`src/rtl/mem_stage_pkg.sv`:
```
// Shared types and helpers for the MEM stage: FSM state encoding and the
// branch-mispredict condition.
package mem_stage_pkg;

    typedef enum logic {
        IDLE     = 1'b0,
        WAIT_RSP = 1'b1
    } state_e;

    function automatic logic mispredict(input logic branch, input logic taken,
                                        input logic actual);
        return branch & (taken != actual);
    endfunction

endpackage

```
`src/rtl/mem_stage_if.sv`:
```
// Data-memory request/response bus between the MEM stage (master) and the
// data memory (slave).
interface mem_stage_if #(
    parameter int DATA_W = 32
);
    logic              dm_req_valid;
    logic              dm_req_ready;
    logic              dm_we;
    logic [DATA_W-1:0] dm_addr;
    logic [DATA_W-1:0] dm_wdata;
    logic              dm_rsp_valid;
    logic [DATA_W-1:0] dm_rdata;

    modport master (
        output dm_req_valid, dm_we, dm_addr, dm_wdata,
        input  dm_req_ready, dm_rsp_valid, dm_rdata
    );

    modport slave (
        input  dm_req_valid, dm_we, dm_addr, dm_wdata,
        output dm_req_ready, dm_rsp_valid, dm_rdata
    );
endinterface

```
`src/rtl/mem_stage_mem_wb_reg.sv`:
```
// MEM/WB pipeline register. When not capturing, a bubble is inserted:
// control bits clear while the data fields hold.
module mem_wb_reg #(
    parameter int DATA_W = 32,
    parameter int REG_W  = 5
) (
    input  logic              clk,
    input  logic              rst,
    input  logic              capture_i,
    input  logic              rdata_en_i,
    input  logic [DATA_W-1:0] alu_i,
    input  logic [DATA_W-1:0] rdata_i,
    input  logic [REG_W-1:0]  rd_i,
    input  logic              regwrite_i,
    input  logic              memtoreg_i,
    output logic [DATA_W-1:0] alu_o,
    output logic [DATA_W-1:0] readdata_o,
    output logic [REG_W-1:0]  rd_o,
    output logic              regwrite_o,
    output logic              memtoreg_o
);
    logic [DATA_W-1:0] alu_q;
    logic [DATA_W-1:0] readdata_q;
    logic [REG_W-1:0]  rd_q;
    logic              regwrite_q;
    logic              memtoreg_q;

    always_ff @(posedge clk) begin
        if (rst) begin
            alu_q      <= '0;
            readdata_q <= '0;
            rd_q       <= '0;
            regwrite_q <= 1'b0;
            memtoreg_q <= 1'b0;
        end else begin
            if (capture_i) begin
                alu_q      <= alu_i;
                rd_q       <= rd_i;
                regwrite_q <= regwrite_i;
                memtoreg_q <= memtoreg_i;
            end else begin
                regwrite_q <= 1'b0;
                memtoreg_q <= 1'b0;
            end
            if (rdata_en_i) begin
                readdata_q <= rdata_i;
            end
        end
    end

    assign alu_o      = alu_q;
    assign readdata_o = readdata_q;
    assign rd_o       = rd_q;
    assign regwrite_o = regwrite_q;
    assign memtoreg_o = memtoreg_q;
endmodule

```
`src/rtl/mem_stage.sv`:
```
// MEM stage of the 5-stage core: data-memory handshake, pipeline stall,
// access watchdog, branch redirect/flush and the MEM/WB register.
//
// state    | meaning
// IDLE     | no read outstanding; request driven whenever an access is pending
// WAIT_RSP | read accepted, waiting for dm_rsp_valid
module mem_stage
    import mem_stage_pkg::*;
#(
    parameter int DATA_W     = 32,
    parameter int REG_W      = 5,
    parameter int WAIT_LIMIT = 64
) (
    input  logic              clk,
    input  logic              rst,
    input  logic [DATA_W-1:0] pc_branch_mem,
    input  logic [DATA_W-1:0] pc_plus4_mem,
    input  logic [DATA_W-1:0] alu_mem,
    input  logic [DATA_W-1:0] writedata_mem,
    input  logic [REG_W-1:0]  rd_mem,
    input  logic              branch_mem,
    input  logic              memread_mem,
    input  logic              memwrite_mem,
    input  logic              memtoreg_mem,
    input  logic              regwrite_mem,
    input  logic              taken_mem,
    input  logic              branch_taken_mem,
    mem_stage_if.master       dm,
    output logic              stall,
    output logic              pc_src,
    output logic [DATA_W-1:0] pc_target,
    output logic              flush,
    output logic [DATA_W-1:0] readdata_wb,
    output logic [DATA_W-1:0] alu_wb,
    output logic [REG_W-1:0]  rd_wb,
    output logic              regwrite_wb,
    output logic              memtoreg_wb,
    output logic              err_timeout
);
    localparam int CNT_W = $clog2(WAIT_LIMIT);
    localparam logic [CNT_W-1:0] CNT_LAST = CNT_W'(WAIT_LIMIT - 1);

    state_e           state_q;
    logic [CNT_W-1:0] cnt_q;
    logic             err_q;

    logic acc, at_limit, req_valid, wr_done, rd_accept, rd_done;
    logic raw_stall, timeout, mispred;

    assign acc       = memread_mem | memwrite_mem;
    assign at_limit  = (cnt_q == CNT_LAST);
    // Request is withheld in the abort cycle so nothing is accepted as the access is dropped.
    assign req_valid = (state_q == IDLE) & acc & ~rst & ~at_limit;
    assign wr_done   = req_valid & memwrite_mem & dm.dm_req_ready;
    assign rd_accept = req_valid & ~memwrite_mem & dm.dm_req_ready;
    assign rd_done   = (state_q == WAIT_RSP) & dm.dm_rsp_valid;
    assign raw_stall = acc & ~(wr_done | rd_done);
    assign timeout   = raw_stall & at_limit;
    assign stall     = raw_stall & ~timeout;

    assign dm.dm_req_valid = req_valid;
    assign dm.dm_we        = memwrite_mem;
    assign dm.dm_addr      = alu_mem;
    assign dm.dm_wdata     = writedata_mem;

    assign mispred   = ~stall & mispredict(branch_mem, taken_mem, branch_taken_mem);
    assign pc_src    = mispred;
    assign flush     = mispred;
    assign pc_target = (mispred & branch_taken_mem) ? pc_branch_mem : pc_plus4_mem;

    always_ff @(posedge clk) begin
        if (rst) begin
            state_q <= IDLE;
            cnt_q   <= '0;
            err_q   <= 1'b0;
        end else begin
            cnt_q <= stall ? cnt_q + CNT_W'(1) : '0;
            if (timeout) begin
                err_q <= 1'b1;
            end
            case (state_q)
                IDLE: begin
                    if (rd_accept) begin
                        state_q <= WAIT_RSP;
                    end
                end
                WAIT_RSP: begin
                    if (rd_done | timeout | ~acc) begin
                        state_q <= IDLE;
                    end
                end
                default: state_q <= IDLE;
            endcase
        end
    end

    assign err_timeout = err_q;

    mem_wb_reg #(
        .DATA_W (DATA_W),
        .REG_W  (REG_W)
    ) u_mem_wb (
        .clk        (clk),
        .rst        (rst),
        .capture_i  (~stall & ~timeout),
        .rdata_en_i (rd_done),
        .alu_i      (alu_mem),
        .rdata_i    (dm.dm_rdata),
        .rd_i       (rd_mem),
        .regwrite_i (regwrite_mem),
        .memtoreg_i (memtoreg_mem),
        .alu_o      (alu_wb),
        .readdata_o (readdata_wb),
        .rd_o       (rd_wb),
        .regwrite_o (regwrite_wb),
        .memtoreg_o (memtoreg_wb)
    );
endmodule

```
`src/flat_wrapper.sv`:
```
// flat-port wrapper written by rule: the top's interface ports become plain ports
module mem_stage_flat import mem_stage_pkg::*;
#(
    parameter int DATA_W     = 32,
    parameter int REG_W      = 5,
    parameter int WAIT_LIMIT = 64
)
  (clk, rst, pc_branch_mem, pc_plus4_mem, alu_mem, writedata_mem, rd_mem, branch_mem, memread_mem, memwrite_mem, memtoreg_mem, regwrite_mem, taken_mem, branch_taken_mem, stall, pc_src, pc_target, flush, readdata_wb, alu_wb, rd_wb, regwrite_wb, memtoreg_wb, err_timeout, dm_dm_req_valid, dm_dm_we, dm_dm_addr, dm_dm_wdata, dm_dm_req_ready, dm_dm_rsp_valid, dm_dm_rdata);
  mem_stage_if #(.DATA_W(DATA_W)) dm_i ();
  input  logic clk;
  input  logic rst;
  input  logic [DATA_W-1:0] pc_branch_mem;
  input  logic [DATA_W-1:0] pc_plus4_mem;
  input  logic [DATA_W-1:0] alu_mem;
  input  logic [DATA_W-1:0] writedata_mem;
  input  logic [REG_W-1:0] rd_mem;
  input  logic branch_mem;
  input  logic memread_mem;
  input  logic memwrite_mem;
  input  logic memtoreg_mem;
  input  logic regwrite_mem;
  input  logic taken_mem;
  input  logic branch_taken_mem;
  output logic stall;
  output logic pc_src;
  output logic [DATA_W-1:0] pc_target;
  output logic flush;
  output logic [DATA_W-1:0] readdata_wb;
  output logic [DATA_W-1:0] alu_wb;
  output logic [REG_W-1:0] rd_wb;
  output logic regwrite_wb;
  output logic memtoreg_wb;
  output logic err_timeout;
  output wire logic [$bits(dm_i.dm_req_valid)-1:0] dm_dm_req_valid;
  output wire logic [$bits(dm_i.dm_we)-1:0] dm_dm_we;
  output wire logic [$bits(dm_i.dm_addr)-1:0] dm_dm_addr;
  output wire logic [$bits(dm_i.dm_wdata)-1:0] dm_dm_wdata;
  input wire logic [$bits(dm_i.dm_req_ready)-1:0] dm_dm_req_ready;
  input wire logic [$bits(dm_i.dm_rsp_valid)-1:0] dm_dm_rsp_valid;
  input wire logic [$bits(dm_i.dm_rdata)-1:0] dm_dm_rdata;
  assign dm_dm_req_valid = dm_i.dm_req_valid;
  assign dm_dm_we = dm_i.dm_we;
  assign dm_dm_addr = dm_i.dm_addr;
  assign dm_dm_wdata = dm_i.dm_wdata;
  assign dm_i.dm_req_ready = dm_dm_req_ready;
  assign dm_i.dm_rsp_valid = dm_dm_rsp_valid;
  assign dm_i.dm_rdata = dm_dm_rdata;
  mem_stage #(.DATA_W(DATA_W), .REG_W(REG_W), .WAIT_LIMIT(WAIT_LIMIT)) u_core (.clk(clk), .rst(rst), .pc_branch_mem(pc_branch_mem), .pc_plus4_mem(pc_plus4_mem), .alu_mem(alu_mem), .writedata_mem(writedata_mem), .rd_mem(rd_mem), .branch_mem(branch_mem), .memread_mem(memread_mem), .memwrite_mem(memwrite_mem), .memtoreg_mem(memtoreg_mem), .regwrite_mem(regwrite_mem), .taken_mem(taken_mem), .branch_taken_mem(branch_taken_mem), .dm(dm_i), .stall(stall), .pc_src(pc_src), .pc_target(pc_target), .flush(flush), .readdata_wb(readdata_wb), .alu_wb(alu_wb), .rd_wb(rd_wb), .regwrite_wb(regwrite_wb), .memtoreg_wb(memtoreg_wb), .err_timeout(err_timeout));
endmodule
```
`config.mk`:
```
export PLATFORM = sky130hd
export DESIGN_NAME = mem_stage_flat
export DESIGN_NICKNAME = d
export VERILOG_FILES = /design/src/rtl/mem_stage_pkg.sv /design/src/rtl/mem_stage_if.sv /design/src/rtl/mem_stage_mem_wb_reg.sv /design/src/rtl/mem_stage.sv /design/src/flat_wrapper.sv
export SDC_FILE = /design/constraint.sdc
export NUM_CORES = 1
export LEC_CHECK = 0
export BUFFER_PORTS_ARGS = -buffer_cell sky130_fd_sc_hd__buf_4
export CAP_MARGIN = 10
export CELL_PAD_IN_SITES_DETAIL_PLACEMENT = 1
export CELL_PAD_IN_SITES_GLOBAL_PLACEMENT = 1
export CORE_AREA = 2 2 135 137
export DETAILED_ROUTE_END_ITERATION = 7
export DIE_AREA = 0 0 137 139
export PLACE_DENSITY = 0.8
export SLEW_MARGIN = 0
export SYNTH_ARGS = -nofsm -noshare
export SYNTH_HDL_FRONTEND = slang
export SYNTH_SLANG_ARGS = --single-unit
```
`constraint.sdc`:
```
create_clock -name clk -period 2.25 [get_ports clk]
set_input_delay 0.3375 -clock clk [delete_from_list [all_inputs] [get_ports clk]]
set_output_delay 0.3375 -clock clk [all_outputs]
set_load 0.005 [all_outputs]
```
==> summary.txt, run 1 <==
outcome - complete, but fails checks
failing checks - setup timing
Die Ht - 139 um
global route overflow - 0
# setup viols final - 32
Initial Util - 0.2389
routed wl met2 - 7498 um
Setup TNS Final - -9.734 ns
Syn Std Cell Area - 4218 um2
Die W - 137 um
vias per cell - 4.178
number of port buffers - 284
Critical Path Start Type - flip-flop
Period Utilization, post-route - 1.145
largest net degree at the start of global routing - 80
Worst-Margin Slew - 0.6362 ns
DRT iter0 DRCs - 101
drt total wl - 14,730 um
Async SR Flop Fraction - 0
Antenna Diode Count - 0
gp weighted congestion - 0.7362
Final Hold Fails - 0
CP Capture Type - primary output
max frequency - 388.3 MHz
Layout Skew - 0.01196 ns
fraction of layout cells with a size suffix above 1 - 0.5335
CTS clock-pin slew for the worst setup and hold paths - 0.07 ns
CP max stage delay - 0.35 ns
first-pass GRT wire length - 21,820 um
Post-Syn Nets - 632
CTS tree - done
final net count - 858
Avg Cell Area, Syn - 9.270 um2
Place WS - -0.08701 ns
site row count - 49
number of buffers created by CTS - 9
Avg WL per Cell - 16.10 um
CTS Buffer Depth - 2
Top Ports - 349
DR vias - 3,823
Crit-path slowest cell - dfxtp_2
Critical Path Fanout Max - 8
Final WS setup - -0.3254 ns
synth top area cells - dfxtp_1, buf_4, nand2b_1, mux2_4, mux2i_1
H-Tree Depth - 3
VDD IR max - 326.1 uV
Clk Latency, worst-skew pair - 0.34 ns
Static Leakage - 3.185 nW
residual DRC count - 0
Area Overhead vs Synth - 59.18%
core area - 17,660 um2
Synth area leader - dfxtp_1
wire length on met3 - 1521 um
Seq/Total Area, Yosys - 0.3750
CP required - 1.91 ns
RSZ-0062 raised after global routing - yes
vias in the first global route - 4,015
Synth top area share - 0.3750
pwr dens - 567.4 nW/um2
worst-path cell chain - ha_4, nand3_2, o211a_1, nor4bb_4, buf_4, buf_12, mux2_4, buf_6
number of flops mapped to enable cells by yosys - 0
Worst Path Arrival - 2.24 ns
All-Layer GR Usage - 0.1483
Worst Hold Class - in -> reg
DP HPWL - 11,440 um
initial antenna violation count - 0
Netlist cell types - 31
clock root cell - clkbuf_16
Max Slew Vio Count - 0
max layer used - met4
synth warn - 0
flops & latches, synth - 79
Syn Inst Count - 455
Pre-antenna DRT Iters - 4
crit path kind - reg -> out
M1 WL - 5505 um
ANT nets after route - 0
slew margin rel. - 0.5759
die area - 19,040 um2
# Max-Cap Violations - 0
Final Critical Period - 2.575 ns
CTS Sinks - 79
Most used DFF post-synth - dfxtp_1
-- layout make-up --
class	count	area, um2
tap	229	286.5
fill	2078	10940
inverter	1	3.754
multi-input combinational	280	2008
timing repair buffer	310	2517
clock inverter	6	75.07
sequential	79	1584
clock buffer	10	239.0
-- worst max-delay path, delay by kind of cell (launching register included) --
family | cells | cell delay [ns]
adders and majority gates | 1 | 0.14
muxes | 1 | 0.31
DFF | 1 | 0.35
and+or+nand+nor | 2 | 0.36
AOI/OAI and AO/OA | 1 | 0.27
buffers and inverters | 3 | 0.47
-- cell usage after synthesis, types with 2 or more instances --
cell type / count
dfxtp_1: 79
nand2b_1: 76
buf_4: 69
nand2_1: 69
mux2i_1: 37
a21oi_1: 34
mux2_4: 30
clkbuf_1: 18
nor2_1: 10
xor2_1: 4
buf_1: 3
buf_12: 3
buf_2: 2
mux2_2: 2
nand3_1: 2
nor3b_1: 2
-- layer usage --
metal	vias to the layer above	global-route usage
li1	1864	-
met1	1736	0.1591
met2	203	0.2679
met3	20	0.05446
met4	0	0.04449
met5	-	0
-- flip-flops by register name, indices dropped and copies added, names as in the netlist --
name / count
u_core.cnt_q: 6
u_core.u_mem_wb.readdata_o: 32
u_core.u_mem_wb.rd_o: 5
u_core.u_mem_wb.regwrite_o: 1
u_core.err_timeout: 1
u_core.u_mem_wb.alu_o: 32
u_core.u_mem_wb.memtoreg_o: 1
u_core.state_q: 1
-- worst paths after layout --
kind / from / end / slack, ns / depth (start not counted)
max: u_core.cnt_q[0] / pc_target[12] / -0.33 / 8
min: dm_dm_rdata[4] / u_core.u_mem_wb.readdata_o[4] / 0.24 / 3
max reg2reg: u_core.cnt_q[0] / u_core.u_mem_wb.alu_o[14] / 0.37 / 8
min reg2reg: u_core.u_mem_wb.readdata_o[7] / u_core.u_mem_wb.readdata_o[7] / 0.46 / 2
-- metrics by stage --
| stage | utilization | power (mW) | cells | hold WS [ns] | cell area [um2] |
|---|---|---|---|---|---|
| final | 0.3802 | 3.810 | 915 | 0.2424 | 6714 |
| after global routing | 0.3802 | 4.008 | 915 | 0.2285 | 6714 |
| after CTS | 0.3812 | 3.898 | 916 | 0.2215 | 6730 |
| after detailed placement | 0.3485 | 2.245 | 892 | 0.4497 | 6153 |
| after global placement | 0.3485 | 2.233 | 892 | 0.4432 | 6153 |
| after floorplan | - | 1.863 | 455 | 0.4258 | 4218 |
-- cell usage in the layout, fill, tap and decap left out, drive strengths merged --
master    Yosys  layout
or3           1       1
and3          1       1
dfxtp        79      79
nand2        69      69
nor3b         2       2
bufinv        0       1
nand3         3       3
ha            1       1
a2bb2oi       1       1
and2          1       1
clkbuf       18      10
inv           1       4
o21ai         1       1
xor2          4       4
nand2b       76      76
clkinv        0       1
o21a          1       1
clkinvlp      0       1
o211a         1       1
nor3          1       1
nor4          1       1
nor4bb        1       1
a21oi        34      34
nand4bb       1       1
mux2         32      32
buf          77     310
xnor2         1       1
nor2         10      10
mux2i        37      37
-- kinds of logic after synthesis --
| group | share of synthesized area |
|---|---|
| multiplexers | 0.1999 |
| flip-flops | 0.3750 |
| XOR/XNOR | 0.01038 |
| adder cells (fa/ha/maj) | 0.002966 |
| AO/OA/AOI/OAI | 0.04924 |
| AND/OR/NAND/NOR | 0.2035 |
| buffers and inverters | 0.1590 |
-- where the power goes --
group | internal (mW) | total [mW] | switching, mW | leakage, nW
Clock | 0.909 | 1.56 | 0.652 | 0.152
Combinational | 0.493 | 0.759 | 0.265 | 2.39
Sequential | 1.46 | 1.49 | 0.0324 | 0.644
-- repair_timing --
item | CTS | global route
gates cloned | 3 | 0
hold endpoints to repair | 0 | 0
buffers inserted | 5 | 1
endpoints found under the setup margin | 32 | 33
hold buffers | 0 | 0
resized for setup | 44 | 5
pin swaps | 3 | 3
Note: power is estimated with default switching activity, not from simulation.
==> inputs of run 2 (changes only) <==
--- a/config.mk
+++ b/config.mk
@@ -9,10 +9,10 @@
 export CAP_MARGIN = 10
 export CELL_PAD_IN_SITES_DETAIL_PLACEMENT = 1
 export CELL_PAD_IN_SITES_GLOBAL_PLACEMENT = 1
-export CORE_AREA = 2 2 135 137
+export CORE_MARGIN = 2
+export CORE_UTILIZATION = 24
 export DETAILED_ROUTE_END_ITERATION = 7
-export DIE_AREA = 0 0 137 139
-export PLACE_DENSITY = 0.8
+export PLACE_DENSITY = 0.82
 export SLEW_MARGIN = 0
 export SYNTH_ARGS = -nofsm -noshare
 export SYNTH_HDL_FRONTEND = slang
==> constraint.sdc (replaced) <==
create_clock -name clk -period 2.2 [get_ports clk]
set_input_delay 0.33 -clock clk [delete_from_list [all_inputs] [get_ports clk]]
set_output_delay 0.33 -clock clk [all_outputs]
set_load 0.005 [all_outputs]
==> run 2 against run 1 <==
Compared with the run above: the run still ends with setup timing left; final area up 0.47%; clock-buffer cell count is 1 lower; critical path depth unchanged.
==> summary.txt, run 2 (same netlist as run 1, synthesis figures left out) <==
Clk Latency, worst-skew pair - 0.33 ns
CP required - 1.87 ns
CTS clock-pin slew for the worst setup and hold paths - 0.07 ns
DR vias - 3,841
site row count - 48
Worst-Margin Slew - 0.9433 ns
gp weighted congestion - 0.7936
Final Critical Period - 2.601 ns
Final Hold Fails - 0
max frequency - 384.5 MHz
vias per cell - 4.216
Critical Path Start Type - flip-flop
outcome - complete, but fails checks
Final WS setup - -0.4008 ns
core area - 17,240 um2
H-Tree Depth - 3
residual DRC count - 0
slew margin rel. - 0.3711
Antenna Diode Count - 0
Static Leakage - 3.189 nW
DRT iter0 DRCs - 77
pwr dens - 577.2 nW/um2
All-Layer GR Usage - 0.1399
RSZ-0062 raised after global routing - yes
DP HPWL - 10,630 um
Initial Util - 0.2447
Period Utilization, post-route - 1.182
Max Slew Vio Count - 0
Buf/Inv on CP - 3
Top Ports - 349
global route overflow - 0
Final Util - 0.3913
first-pass GRT wire length - 20,350 um
CTS tree - done
Avg WL per Cell - 15.33 um
VDD IR max - 313.5 uV
worst-path cell chain - ha_4, nand3_4, o211a_4, nor4bb_4, buf_4, clkbuf_16, mux2_4, buf_6
Total Power - 3.894 mW
Critical Path Fanout Max - 8
fraction of layout cells with a size suffix above 1 - 0.5350
Top Family by Delay on Critical Path - buffers and inverters
Layout Skew - 0.007251 ns
Placed Area - 6138 um2
largest net degree at the start of global routing - 114
Worst Hold Class - in -> reg
CTS Sinks - 79
number of port buffers - 284
most frequent cells in the layout - buf_4, dfxtp_1, nand2b_1
initial antenna violation count - 0
Area Overhead vs Synth - 59.92%
failing checks - setup timing
die area - 18,650 um2
Place WS - -0.1744 ns
ANT nets after route - 0
clock root cell - clkbuf_16
number of buffers created by CTS - 9
Crit-path slowest cell - dfxtp_2
commonest non-fill, non-tap cell in the layout - buf_4
CTS Buffer Depth - 2
Pre-antenna DRT Iters - 4
crit path kind - reg -> out
Die W - 136.6 um
# Max-Cap Violations - 0
# setup viols final - 32
CP max stage delay - 0.35 ns
CP Capture Type - primary output
vias in the first global route - 3,874
final net count - 858
Worst Path Arrival - 2.27 ns
Die Ht - 136.6 um
drt total wl - 13,960 um
fin area - 6745 um2
## run 2: cell type report
cell class | instances | area (um2)
Clock buffer | 9 | 225.2
Clock inverter | 7 | 85.08
Fill cell | 2004 | 10490
Inverter | 1 | 3.754
Multi-Input combinational cell | 280 | 2023
Sequential cell | 79 | 1584
Tap cell | 225 | 281.5
Timing Repair Buffer | 310 | 2542
## run 2: per-stage QoR
step                      instances  setup TNS (ns)  hold WS, ns
after floorplan                 455               0       0.4258
after global placement          885          -2.696       0.4427
after detailed placement        885          -4.570       0.4497
after CTS                       907          -13.26       0.2134
after global routing            911          -14.45       0.2167
final                           911          -11.97       0.2321
## run 2: timing repair
item                                    CTS  global route
setup buffers                             4             3
gates resized for setup                  41             2
endpoints found under the setup margin   32            33
pin swaps                                 3             3
cloned                                    2             1
hold buffers                              0             0
## run 2: worst min-delay path: cells and delay by family
family                 cells  cell delay, ns
and+or+nand+nor            1            0.04
buffers and inverters      1            0.11
AOI/OAI and AO/OA          1            0.05
## run 2: final timing paths
| check | startpoint | endpoint | slack [ns] | depth (start not counted) |
|---|---|---|---|---|
| max | u_core.cnt_q[0] | pc_target[17] | -0.40 | 8 |
| min | dm_dm_rdata[20] | u_core.u_mem_wb.readdata_o[20] | 0.23 | 3 |
| max reg2reg | u_core.cnt_q[0] | u_core.u_mem_wb.alu_o[19] | 0.22 | 9 |
| min reg2reg | u_core.u_mem_wb.readdata_o[20] | u_core.u_mem_wb.readdata_o[20] | 0.46 | 2 |
## run 2: per-layer routing
metal  GRT usage  wire, um
met3     0.05259      1413
met1      0.1596      5463
met2      0.2439      6904
met5           0         0
met4     0.03877       181
## run 2: power by group
part	switching (mW)	total, mW	internal, mW
combinational	0.269	0.777	0.508
sequential	0.0330	1.52	1.49
clock	0.689	1.59	0.905
total	0.991	3.89	2.90
==> inputs of run 3 (changes only) <==
--- a/config.mk
+++ b/config.mk
@@ -5,14 +5,15 @@
 export SDC_FILE = /design/constraint.sdc
 export NUM_CORES = 1
 export LEC_CHECK = 0
+export ABC_AREA = 1
 export BUFFER_PORTS_ARGS = -buffer_cell sky130_fd_sc_hd__buf_4
 export CAP_MARGIN = 10
 export CELL_PAD_IN_SITES_DETAIL_PLACEMENT = 1
 export CELL_PAD_IN_SITES_GLOBAL_PLACEMENT = 1
 export CORE_MARGIN = 2
-export CORE_UTILIZATION = 24
+export CORE_UTILIZATION = 22
 export DETAILED_ROUTE_END_ITERATION = 7
-export PLACE_DENSITY = 0.82
+export PLACE_DENSITY = 0.83
 export SLEW_MARGIN = 0
 export SYNTH_ARGS = -nofsm -noshare
 export SYNTH_HDL_FRONTEND = slang
==> run 3 against run 2 <==
Compared with the run above: the flow now finishes without violations; utilization decreased by 2.3 points; die area increased by 0.34%; sequential share of layout area increased by 1.4 points; highest routed layer unchanged; power increased by 3.7%; largest cell class unchanged; combinational power increased by 9.7%; first-iteration DRC count increased by 69%; clock-buffer cell count increased by 2; global-route usage increased by 1.6 points; maximum frequency increased by 19%; register-to-register slack improved by 0.37 ns.
==> summary.txt, run 3 <==
Avg Cell Area, Syn - 7.252 um2
Seq/Total Area, Yosys - 0.4076
number of buffers created by CTS - 9
Netlist cell types - 26
residual DRC count - 0
Pre-antenna DRT Iters - 4
pwr dens - 633.6 nW/um2
Area Overhead vs Synth - 64.30%
drt total wl - 16,010 um
vias in the first global route - 4,273
Synth area leader - dfxtp_1
Syn Inst Count - 535
flops & latches, synth - 79
Initial Util - 0.2243
Worst Path Arrival - 1.86 ns
CTS Sinks - 79
Async SR Flop Fraction - 0
Final Util - 0.3686
CP Capture Type - primary output
global route overflow - 0
most crowded layer after global routing - met2
Final WS setup - 0.006828 ns
Final Critical Period - 2.193 ns
Place WS - 0.2418 ns
Critical Path Fanout Max - 8
Worst-Margin Slew - 0.4709 ns
ANT nets after route - 0
fin area - 6375 um2
slew margin rel. - 0.6856
DR vias - 4,283
Final Hold Fails - 0
synth top area cells - dfxtp_1, nor2_1, buf_4, o21ai_0, nand2_1
synth cell count leaders - nor2_1, dfxtp_1, nand2_1
initial antenna violation count - 0
Most used DFF post-synth - dfxtp_1
Max Slew Vio Count - 0
Synth top area share - 0.4076
DP HPWL - 11,600 um
number of port buffers - 284
Placed Area - 5705 um2
commonest non-fill, non-tap cell in the layout - buf_4
Syn Std Cell Area - 3880 um2
first-pass GRT wire length - 22,380 um
Clk Latency, worst-skew pair - 0.34 ns
vias per cell - 4.366
met2 usage - 0.2967
met3 Track Usage GR - 0.06370
CP required - 1.87 ns
CTS tree - done
# setup viols final - 0
DRT iter0 DRCs - 130
Die W - 136.8 um
max frequency - 456.0 MHz
top-count cell post-synth - nor2_1
Worst Hold Class - in -> reg
CTS Buffer Depth - 2
FILL cells - 2,118
most frequent cells in the layout - buf_4, nor2_1, dfxtp_1
Top Ports - 349
gp weighted congestion - 0.7098
Period Utilization, post-route - 0.9969
H-Tree Depth - 3
fraction of layout cells with a size suffix above 1 - 0.5026
All-Layer GR Usage - 0.1562
site row count - 48
synth warn - 0
Total Power - 4.039 mW
CTS clock-pin slew for the worst setup and hold paths - 0.06 ns
core area - 17,300 um2
final net count - 928
Critical Path Start Type - flip-flop
Antenna Diode Count - 0
clock root cell - clkbuf_16
RSZ-0062 raised after global routing - yes
met1 usage - 0.1535
Layout Skew - 0.005628 ns
die area - 18,710 um2
outcome - finished clean
Static Leakage - 3.128 nW
VDD IR max - 363.9 uV
largest net degree at the start of global routing - 38
number of hold buffers added after cts - 0
crit path kind - reg -> out
Die Ht - 136.8 um
Post-Syn Nets - 712
Avg WL per Cell - 16.32 um
# Max-Cap Violations - 0
number of flops mapped to enable cells by yosys - 0
## run 3: changes by cell type after synthesis, sizes merged, moves of 11 or more
cell	change
o21ai	+68
mux2i	-37
a21oi	-31
inv	+11
nand4	+32
nor2	+140
nand2b	-76
mux2	-32
## run 3: final cells by class
| class | count | area (um2) | area share |
|---|---|---|---|
| clock buffer | 11 | 242.7 | 0.03808 |
| multi-input combinational | 344 | 1727 | 0.2709 |
| inverter | 13 | 51.30 | 0.008047 |
| tap | 225 | 281.5 | 0.04416 |
| timing repair buffer | 304 | 2406 | 0.3774 |
| sequential | 79 | 1585 | 0.2487 |
| clock inverter | 5 | 81.33 | 0.01276 |
## run 3: cells by family after synthesis
| group | count (synthesis) | share of synthesized area |
|---|---|---|
| compound gates | 73 | 0.1013 |
| xor+xnor | 4 | 0.009031 |
| fa+ha+maj | 1 | 0.003224 |
| buf+inv | 112 | 0.1912 |
| flops | 79 | 0.4076 |
| simple gates | 266 | 0.2876 |
## run 3: report_power, final
part / internal [mW] / switching (mW) / leakage, nW
combinational: 0.471 / 0.380 / 2.32
clock: 1.03 / 0.604 / 0.156
sequential: 1.52 / 0.0427 / 0.648
## run 3: final timing paths
path,startpoint,to,slack (ns),cells after the start
setup / recovery,u_core.cnt_q[1],pc_target[13],0.007,10
hold / removal,rst,u_core.state_q,0.18,2
setup reg to reg,u_core.cnt_q[1],u_core.u_mem_wb.alu_o[4],0.59,10
hold reg to reg,u_core.u_mem_wb.readdata_o[13],u_core.u_mem_wb.readdata_o[13],0.48,2
## run 3: timing repair
action,in CTS,in global routing
cloned,2,1
pin swaps,3,8
buffers inserted,4,2
gates resized for setup,12,61
endpoints found under the setup margin,34,32
## run 3: critical path: stages, from the launching register on
cell	delay (ns)
dfxtp_2	0.35
ha_4	0.14
nand2_2	0.05
inv_2	0.08
nand3_4	0.08
o211ai_4	0.12
nand3_4	0.21
clkbuf_16	0.24
nand2_2	0.05
nand2_1	0.05
buf_4	0.14
## run 3: routing by layer
metal	part of all wire	routed length, um	up-vias
met5	0	0	-
met1	0.36	5706	1962
met2	0.52	8354	214
met4	0.014	221	0
met3	0.11	1732	17
li1	-	-	2090
## run 3: metrics by stage
step,std cells,hold slack (ns),TNS [ns]
finish,981,0.1780,0
detailed placement,957,0.4430,0
global route,981,0.1809,-2.198
floorplan,535,0.3991,0
CTS,978,0.1623,0
global placement,957,0.4303,0
